==> config.mk <==
export PLATFORM = sky130hd
export DESIGN_NAME = cache_controller
export DESIGN_NICKNAME = d
export VERILOG_FILES = /design/src/rtl/cache_pkg.sv /design/src/rtl/cache_stats.sv /design/src/rtl/cache_controller.sv
export SDC_FILE = /design/constraint.sdc
export NUM_CORES = 1
export LEC_CHECK = 0
export BUFFER_PORTS_ARGS = -buffer_cell sky130_fd_sc_hd__buf_2
export CAP_MARGIN = 20
export CORE_MARGIN = 2
export CORE_UTILIZATION = 32
export DETAILED_ROUTE_END_ITERATION = 8
export PLACE_DENSITY_LB_ADDON = 0.05
export SLEW_MARGIN = 20
export SYNTH_ARGS = -nofsm -noshare
export SYNTH_HDL_FRONTEND = slang
export SYNTH_SLANG_ARGS = --single-unit
==> constraint.sdc <==
create_clock -name clk_i -period 1.8 [get_ports clk_i]
set_input_delay 0.27 -clock clk_i [delete_from_list [all_inputs] [get_ports clk_i]]
set_output_delay 0.27 -clock clk_i [all_outputs]
set_load 0.02 [all_outputs]
==> src/rtl/cache_pkg.sv <==
// cache_pkg: shared types and constants for the cache access controller.
//   state_t      - controller FSM states (IDLE, WRITE_BACK, ALLOCATE)
//   CTRL_*       - bit positions inside the 6-bit control word to the sets,
//                  ordered {write_en, update_en, set_valid, set_dirty,
//                  strategy_en, offset_sel}
//   CTRL_<name>  - complete control words for each kind of cycle
package cache_pkg;

    typedef enum logic [1:0] {
        IDLE       = 2'd0,
        WRITE_BACK = 2'd1,
        ALLOCATE   = 2'd2
    } state_t;

    localparam int CTRL_WRITE_EN    = 5;
    localparam int CTRL_UPDATE_EN   = 4;
    localparam int CTRL_SET_VALID   = 3;
    localparam int CTRL_SET_DIRTY   = 2;
    localparam int CTRL_STRATEGY_EN = 1;
    localparam int CTRL_OFFSET_SEL  = 0;

    localparam logic [5:0] CTRL_IDLE        = 6'b000000;
    // Read hit: only select the processor offset for the read mux.
    localparam logic [5:0] CTRL_READ_HIT    = 6'b000001;
    // Write hit: write the word, mark valid+dirty, touch LRU.
    localparam logic [5:0] CTRL_WRITE_HIT   = 6'b111111;
    // Refill word: write memory data at the memory-address offset.
    localparam logic [5:0] CTRL_REFILL      = 6'b100000;
    // Last refill word: also install the tag, set valid, clear dirty, touch LRU.
    localparam logic [5:0] CTRL_REFILL_LAST = 6'b111010;

endpackage

==> src/rtl/cache_stats.sv <==
// cache_stats: hit/miss statistics counters for the cache controller.
// Ports:
//   clk_i, rst_i      - clock, synchronous active-high reset (clears counts)
//   hit_evt_i         - one pulse per counted hit cycle
//   miss_evt_i        - one pulse per miss (IDLE -> refill path transition)
//   hit_count_o       - number of hits, wraps modulo 2^32
//   miss_count_o      - number of misses, wraps modulo 2^32
module cache_stats (
    input  logic        clk_i,
    input  logic        rst_i,
    input  logic        hit_evt_i,
    input  logic        miss_evt_i,
    output logic [31:0] hit_count_o,
    output logic [31:0] miss_count_o
);

    logic [31:0] hit_count_q, hit_count_d;
    logic [31:0] miss_count_q, miss_count_d;

    always_comb begin
        hit_count_d  = hit_count_q;
        miss_count_d = miss_count_q;
        if (hit_evt_i) begin
            hit_count_d = hit_count_q + 32'd1;
        end
        if (miss_evt_i) begin
            miss_count_d = miss_count_q + 32'd1;
        end
    end

    always_ff @(posedge clk_i) begin
        if (rst_i) begin
            hit_count_q  <= '0;
            miss_count_q <= '0;
        end else begin
            hit_count_q  <= hit_count_d;
            miss_count_q <= miss_count_d;
        end
    end

    assign hit_count_o  = hit_count_q;
    assign miss_count_o = miss_count_q;

endmodule

==> src/rtl/cache_controller.sv <==
// cache_controller: per-access control FSM for the set-associative cache.
// Drives the sets' 6-bit control word and the memory-side word address, and
// runs the memory handshake on a miss (dirty victim write-back, then refill).
// Build option: define CACHE_STATS_EN to get live hit/miss counters;
// otherwise hit_count_o/miss_count_o are constant 0.
// Ports:
//   clk_i, rst_i           - clock, synchronous active-high reset
//   read_en_i, write_en_i  - processor request (both high = write)
//   addr_i                 - request address, held stable while stall_o=1
//   hit_i, dirty_i         - status of the indexed set
//   tag_dirty_line_i       - tag of the victim line (write-back address)
//   mem_ready_i            - memory transferred one word this cycle
//   control_o              - {write_en, update_en, set_valid, set_dirty,
//                             strategy_en, offset_sel} to the sets
//   mem_addr_o             - word address to memory / refill offset
//   mem_read_en_o          - refill word request
//   mem_write_en_o         - write-back word request
//   stall_o                - processor must hold its request
//   hit_count_o, miss_count_o - statistics
//   state_o                - current FSM state (debug visibility)
// Memory handshake: an en/address pair stays asserted and stable until
// mem_ready_i is sampled high on a clock edge; one word moves per such edge,
// so back-to-back words are legal.
`ifndef CACHE_T
`define CACHE_T 20
`endif
`ifndef CACHE_S
`define CACHE_S 8
`endif
`ifndef CACHE_B
`define CACHE_B 4
`endif

module cache_controller
    import cache_pkg::*;
#(
    parameter int TAG_WIDTH    = `CACHE_T,
    parameter int SET_WIDTH    = `CACHE_S,
    parameter int OFFSET_WIDTH = `CACHE_B
) (
    input  logic                 clk_i,
    input  logic                 rst_i,
    input  logic                 read_en_i,
    input  logic                 write_en_i,
    input  logic [31:0]          addr_i,
    input  logic                 hit_i,
    input  logic                 dirty_i,
    input  logic [TAG_WIDTH-1:0] tag_dirty_line_i,
    input  logic                 mem_ready_i,
    output logic [5:0]           control_o,
    output logic [31:0]          mem_addr_o,
    output logic                 mem_read_en_o,
    output logic                 mem_write_en_o,
    output logic                 stall_o,
    output logic [31:0]          hit_count_o,
    output logic [31:0]          miss_count_o,
    output state_t               state_o
);

    localparam int CNT_W = OFFSET_WIDTH - 2;
    localparam logic [CNT_W-1:0] CNT_LAST = '1;

    state_t           state_q, state_d;
    logic [CNT_W-1:0] cnt_q, cnt_d;

    logic                 req;
    logic [SET_WIDTH-1:0] req_index;
    logic [TAG_WIDTH-1:0] req_tag;
    logic                 cnt_is_last;

    // Byte-offset bits never leave this block: word addresses come from cnt.
    logic unused_offset;
    assign unused_offset = ^addr_i[OFFSET_WIDTH-1:0];

    assign req         = read_en_i | write_en_i;
    assign req_index   = addr_i[OFFSET_WIDTH +: SET_WIDTH];
    assign req_tag     = addr_i[31 -: TAG_WIDTH];
    assign cnt_is_last = (cnt_q == CNT_LAST);

    always_comb begin
        state_d        = state_q;
        cnt_d          = cnt_q;
        control_o      = CTRL_IDLE;
        mem_addr_o     = '0;
        mem_read_en_o  = 1'b0;
        mem_write_en_o = 1'b0;
        stall_o        = 1'b0;

        case (state_q)
            IDLE: begin
                if (req) begin
                    if (hit_i) begin
                        control_o = write_en_i ? CTRL_WRITE_HIT : CTRL_READ_HIT;
                    end else begin
                        stall_o = 1'b1;
                        cnt_d   = '0;
                        state_d = dirty_i ? WRITE_BACK : ALLOCATE;
                    end
                end
            end

            WRITE_BACK: begin
                stall_o        = 1'b1;
                mem_write_en_o = 1'b1;
                mem_addr_o     = 32'({tag_dirty_line_i, req_index, cnt_q, 2'b00});
                if (mem_ready_i) begin
                    if (cnt_is_last) begin
                        cnt_d   = '0;
                        state_d = ALLOCATE;
                    end else begin
                        cnt_d = cnt_q + 1'b1;
                    end
                end
            end

            ALLOCATE: begin
                stall_o       = 1'b1;
                mem_read_en_o = 1'b1;
                mem_addr_o    = 32'({req_tag, req_index, cnt_q, 2'b00});
                if (mem_ready_i) begin
                    if (cnt_is_last) begin
                        // Only the final word validates the line, so an
                        // interrupted refill leaves it invalid.
                        control_o = CTRL_REFILL_LAST;
                        cnt_d     = '0;
                        state_d   = IDLE;
                    end else begin
                        control_o = CTRL_REFILL;
                        cnt_d     = cnt_q + 1'b1;
                    end
                end
            end

            default: begin
                state_d = IDLE;
                cnt_d   = '0;
            end
        endcase
    end

    always_ff @(posedge clk_i) begin
        if (rst_i) begin
            state_q <= IDLE;
            cnt_q   <= '0;
        end else begin
            state_q <= state_d;
            cnt_q   <= cnt_d;
        end
    end

    assign state_o = state_q;

`ifdef CACHE_STATS_EN
    logic hit_evt;
    logic miss_evt;

    // The post-refill re-evaluation is an ordinary IDLE hit and is counted.
    assign hit_evt  = (state_q == IDLE) && req && hit_i;
    assign miss_evt = (state_q == IDLE) && req && !hit_i;

    cache_stats u_stats (
        .clk_i        (clk_i),
        .rst_i        (rst_i),
        .hit_evt_i    (hit_evt),
        .miss_evt_i   (miss_evt),
        .hit_count_o  (hit_count_o),
        .miss_count_o (miss_count_o)
    );
`else
    assign hit_count_o  = '0;
    assign miss_count_o = '0;
`endif

endmodule
==> results by group <==
Run status
  – Status: finished, final reports clean

Clock tree
  – Clock Path Buffers: 2
  – Max H-tree Level: 1
  – Register clock-pin slew on the reported worst setup and hold paths: ~30 ps
  – TritonCTS buffer count: 3
  – Clk root buf: clkbuf_8
  – Clock Latency Late Sink: about 220 ps
  – Clock sinks: 4
  – CTS tree: built
  – Hold buffers post-CTS: 0

Logic synthesis
  – Post-synthesis instance total: 170
  – Number of flops mapped to enable cells by yosys: 0
  – Sequential share of the synthesized area: under 10%
  – Total of warnings raised by yosys: 0
  – Largest cells by area after synthesis: buf_4, a22oi_1, nor2b_1
  – Synth async-reset ratio: 0%
  – Post-synth cell types: 24
  – Flops & latches, synth: 4
  – Cell area after synthesis: approximately 0.0013 mm²
  – Syn_area_per_cell: between 7 and 8 µm²
  – Area leader, netlist: buf_4
  – Share of the synthesized area in the top cell type: between 40% and 50%
  – Post-synth top flop: dfxtp_1

Place
  – Post-place setup slack: just over 100 ps
  – PortBufs: 95
  – Routability congestion estimate from global placement: 0.721
  – Dpl hpwl: 2.89 mm
  – Dpl cell area: about 0.0016 mm²
  – DP Cell Count: 311

Timing
  – Worst Skew: 2.65 ps
  – RSZ-0062 raised after global routing: false
  – Worst setup margin: roughly 90 ps
  – # setup viols final: 0
  – Fmax: 585 MHz
  – Final-report hold violation count: 0
  – Final Max Slew Viols: 0
  – Final period util: between 90% and 100%
  – Fin crit period: ~1700 ps

Final layout
  – Layout area overhead: 40.2%
  – Finished Layout Cells: 315
  – Final instance area: around 0.0018 mm²
  – Most frequent cells in the layout: buf_2, conb_1, nor2b_2
  – Final nets: between 300 and 400
  – Commonest non-fill, non-tap cell in the layout: buf_2
  – Ant diodes: 0
  – Share of layout cells above drive strength 1: between 50% and 60%

Floorplan
  – I/O pins: about 170
  – # rows: 22
  – Initial Util: between 30 and 40%
  – Die Ht: 66.8 µm
  – Core footprint: between 0.003 and 0.004 mm²
  – Die Area: ~0.0045 mm²
  – Die width: between 60 and 70 µm

Global route
  – Initial antenna violation count: 0
  – First-pass GRT wire length: between 4 and 5 mm
  – Pin count of the biggest net entering global routing: 15
  – Vias in the first global route: a little over 900
  – Overall Global Routing Usage: a little over an eighth
  – Total gr overflow: 0

Drt
  – Routed WL per cell: 10.8 µm
  – Detailed Routing Iterations Pass 1: 3
  – Met3 routed WL: 280 µm
  – Top layer in use: met3
  – Met2 WL: between 1.5 and 2 mm
  – M1 WL: 1.28 mm
  – Via count: about 1200
  – Detail Route Antenna Nets: 0
  – WL final: between 3 and 4 mm
  – DRC viols: 0
  – Starting DRT DRC Count: 53
  – Routed vias/inst: 3.95

Run
  – MaxCap Viol Count: 0

Power and ir drop
  – PwrDens: around 1300 mW/mm²
  – Lkg Pwr: between 0.9 and 1 nW
  – Worst VDD drop: around 0.63 mV

Worst setup path
  – Critical Path RT: between 1500 and 2000 ps
  – FF-to-FF Start: state_o[1]$_SDFFE_PP0P_
  – CP max FO: 6
  – Setup CP Type: flop to output pin
  – Crit-path cells: inv_2 -> ha_4 -> nor2b_4 -> and2_1 -> buf_2
  – Crit path launch type: flop
  – Crit path DAT: between 1000 and 1500 ps
  – CP max stage cell: dfxtp_4
  – CP max stage delay: between 300 and 400 ps
  – Crit end category: output pin
  – Crit path from: state_o[1]$_SDFFE_PP0P_
  – Crit path max-delay family: flip-flops
  – Crit path buffers/inverters: 2

Hold path
  – Hold Crit Start: dirty_i
  – Hold Path Class: input port to flop
==> area by class of cell <==
| type | count | area (µm²) |
|---|---|---|
| Sequential cell | 4 | 83.8 |
| Multi-Input combinational cell | 153 | 1020 |
| Timing Repair Buffer | 102 | 549 |
| Clock buffer | 3 | 41.3 |
| Fill cell | 413 | 1940 |
| Inverter | 5 | 18.8 |
| Tap cell | 48 | 60.1 |
==> synth_stat cells (2+ instances only) <==
cell	number
and2_1	10
dfxtp_1	4
mux2i_1	4
nor2b_1	22
nor2_1	4
clkbuf_1	2
inv_1	5
nand2_1	2
ha_1	7
nand3_1	2
o21bai_1	2
nand2b_1	4
a22oi_1	20
nand3b_1	2
buf_4	68
buf_2	4
==> registers in the layout (all words and copies together), names as in the netlist <==
register  count
cnt_q         2
state_o       2
==> worst min-delay path, delay by kind of cell <==
| kind | cells | cell delay [ps] |
|---|---|---|
| buf+inv | 1 | 110 |
| mux | 1 | 60 |
| simple gates | 1 | 70 |
==> repair_timing <==
| item | in CTS | in global routing |
|---|---|---|
| gates resized for setup | 5 | 17 |
| cloned | 1 | 0 |
| setup endpoints to repair | 15 | 34 |
| buffers inserted | 0 | 0 |
==> cell families after synthesis <==
family          synth area share [%]
buf+inv                         44.1
simple gates                    22.4
compound gates                  16.8
fa+ha+maj                       6.93
mux                             3.17
flops                           6.34
other cells                    0.297
==> power by group <==
group,internal (W),total [W],leakage (nW),switching [W]
logic,0.000861,0.00196,0.935,0.00110
registers,0.000125,0.000160,0.0333,0.0000355
clock network,0.000142,0.000187,0.0216,0.0000444
total,0.00113,0.00230,0.990,0.00118
==> metal layers <==
metal	up-vias	track usage, %
met4	0	3.06
met1	550	15.8
met2	67	24.6
met3	0	1.18
li1	627	-
met5	-	0
==> metrics by stage <==
| step | utilization [%] | hold slack (ps) | TNS [ps] | total power, W |
|---|---|---|---|---|
| after floorplan | - | 436 | -1.46 | 0.00153 |
| after global placement | 43.7 | 484 | 0 | 0.00190 |
| after detailed placement | 43.7 | 491 | 0 | 0.00190 |
| after CTS | 45.8 | 337 | -438 | 0.00218 |
| after global routing | 47.7 | 374 | 0 | 0.00249 |
| final | 47.7 | 342 | 0 | 0.00230 |
==> worst paths after layout <==
kind,to,slack (ps),depth (start not counted)
setup / recovery,mem_addr_o[7],90,5
hold / removal,state_o[0]$_SDFFE_PP0P_,340,3
setup reg to reg,cnt_q[0]$_SDFFE_PP0P_,250,5
hold reg to reg,cnt_q[1]$_SDFFE_PP0P_,490,2
Note: power is estimated with default switching activity, not from simulation.
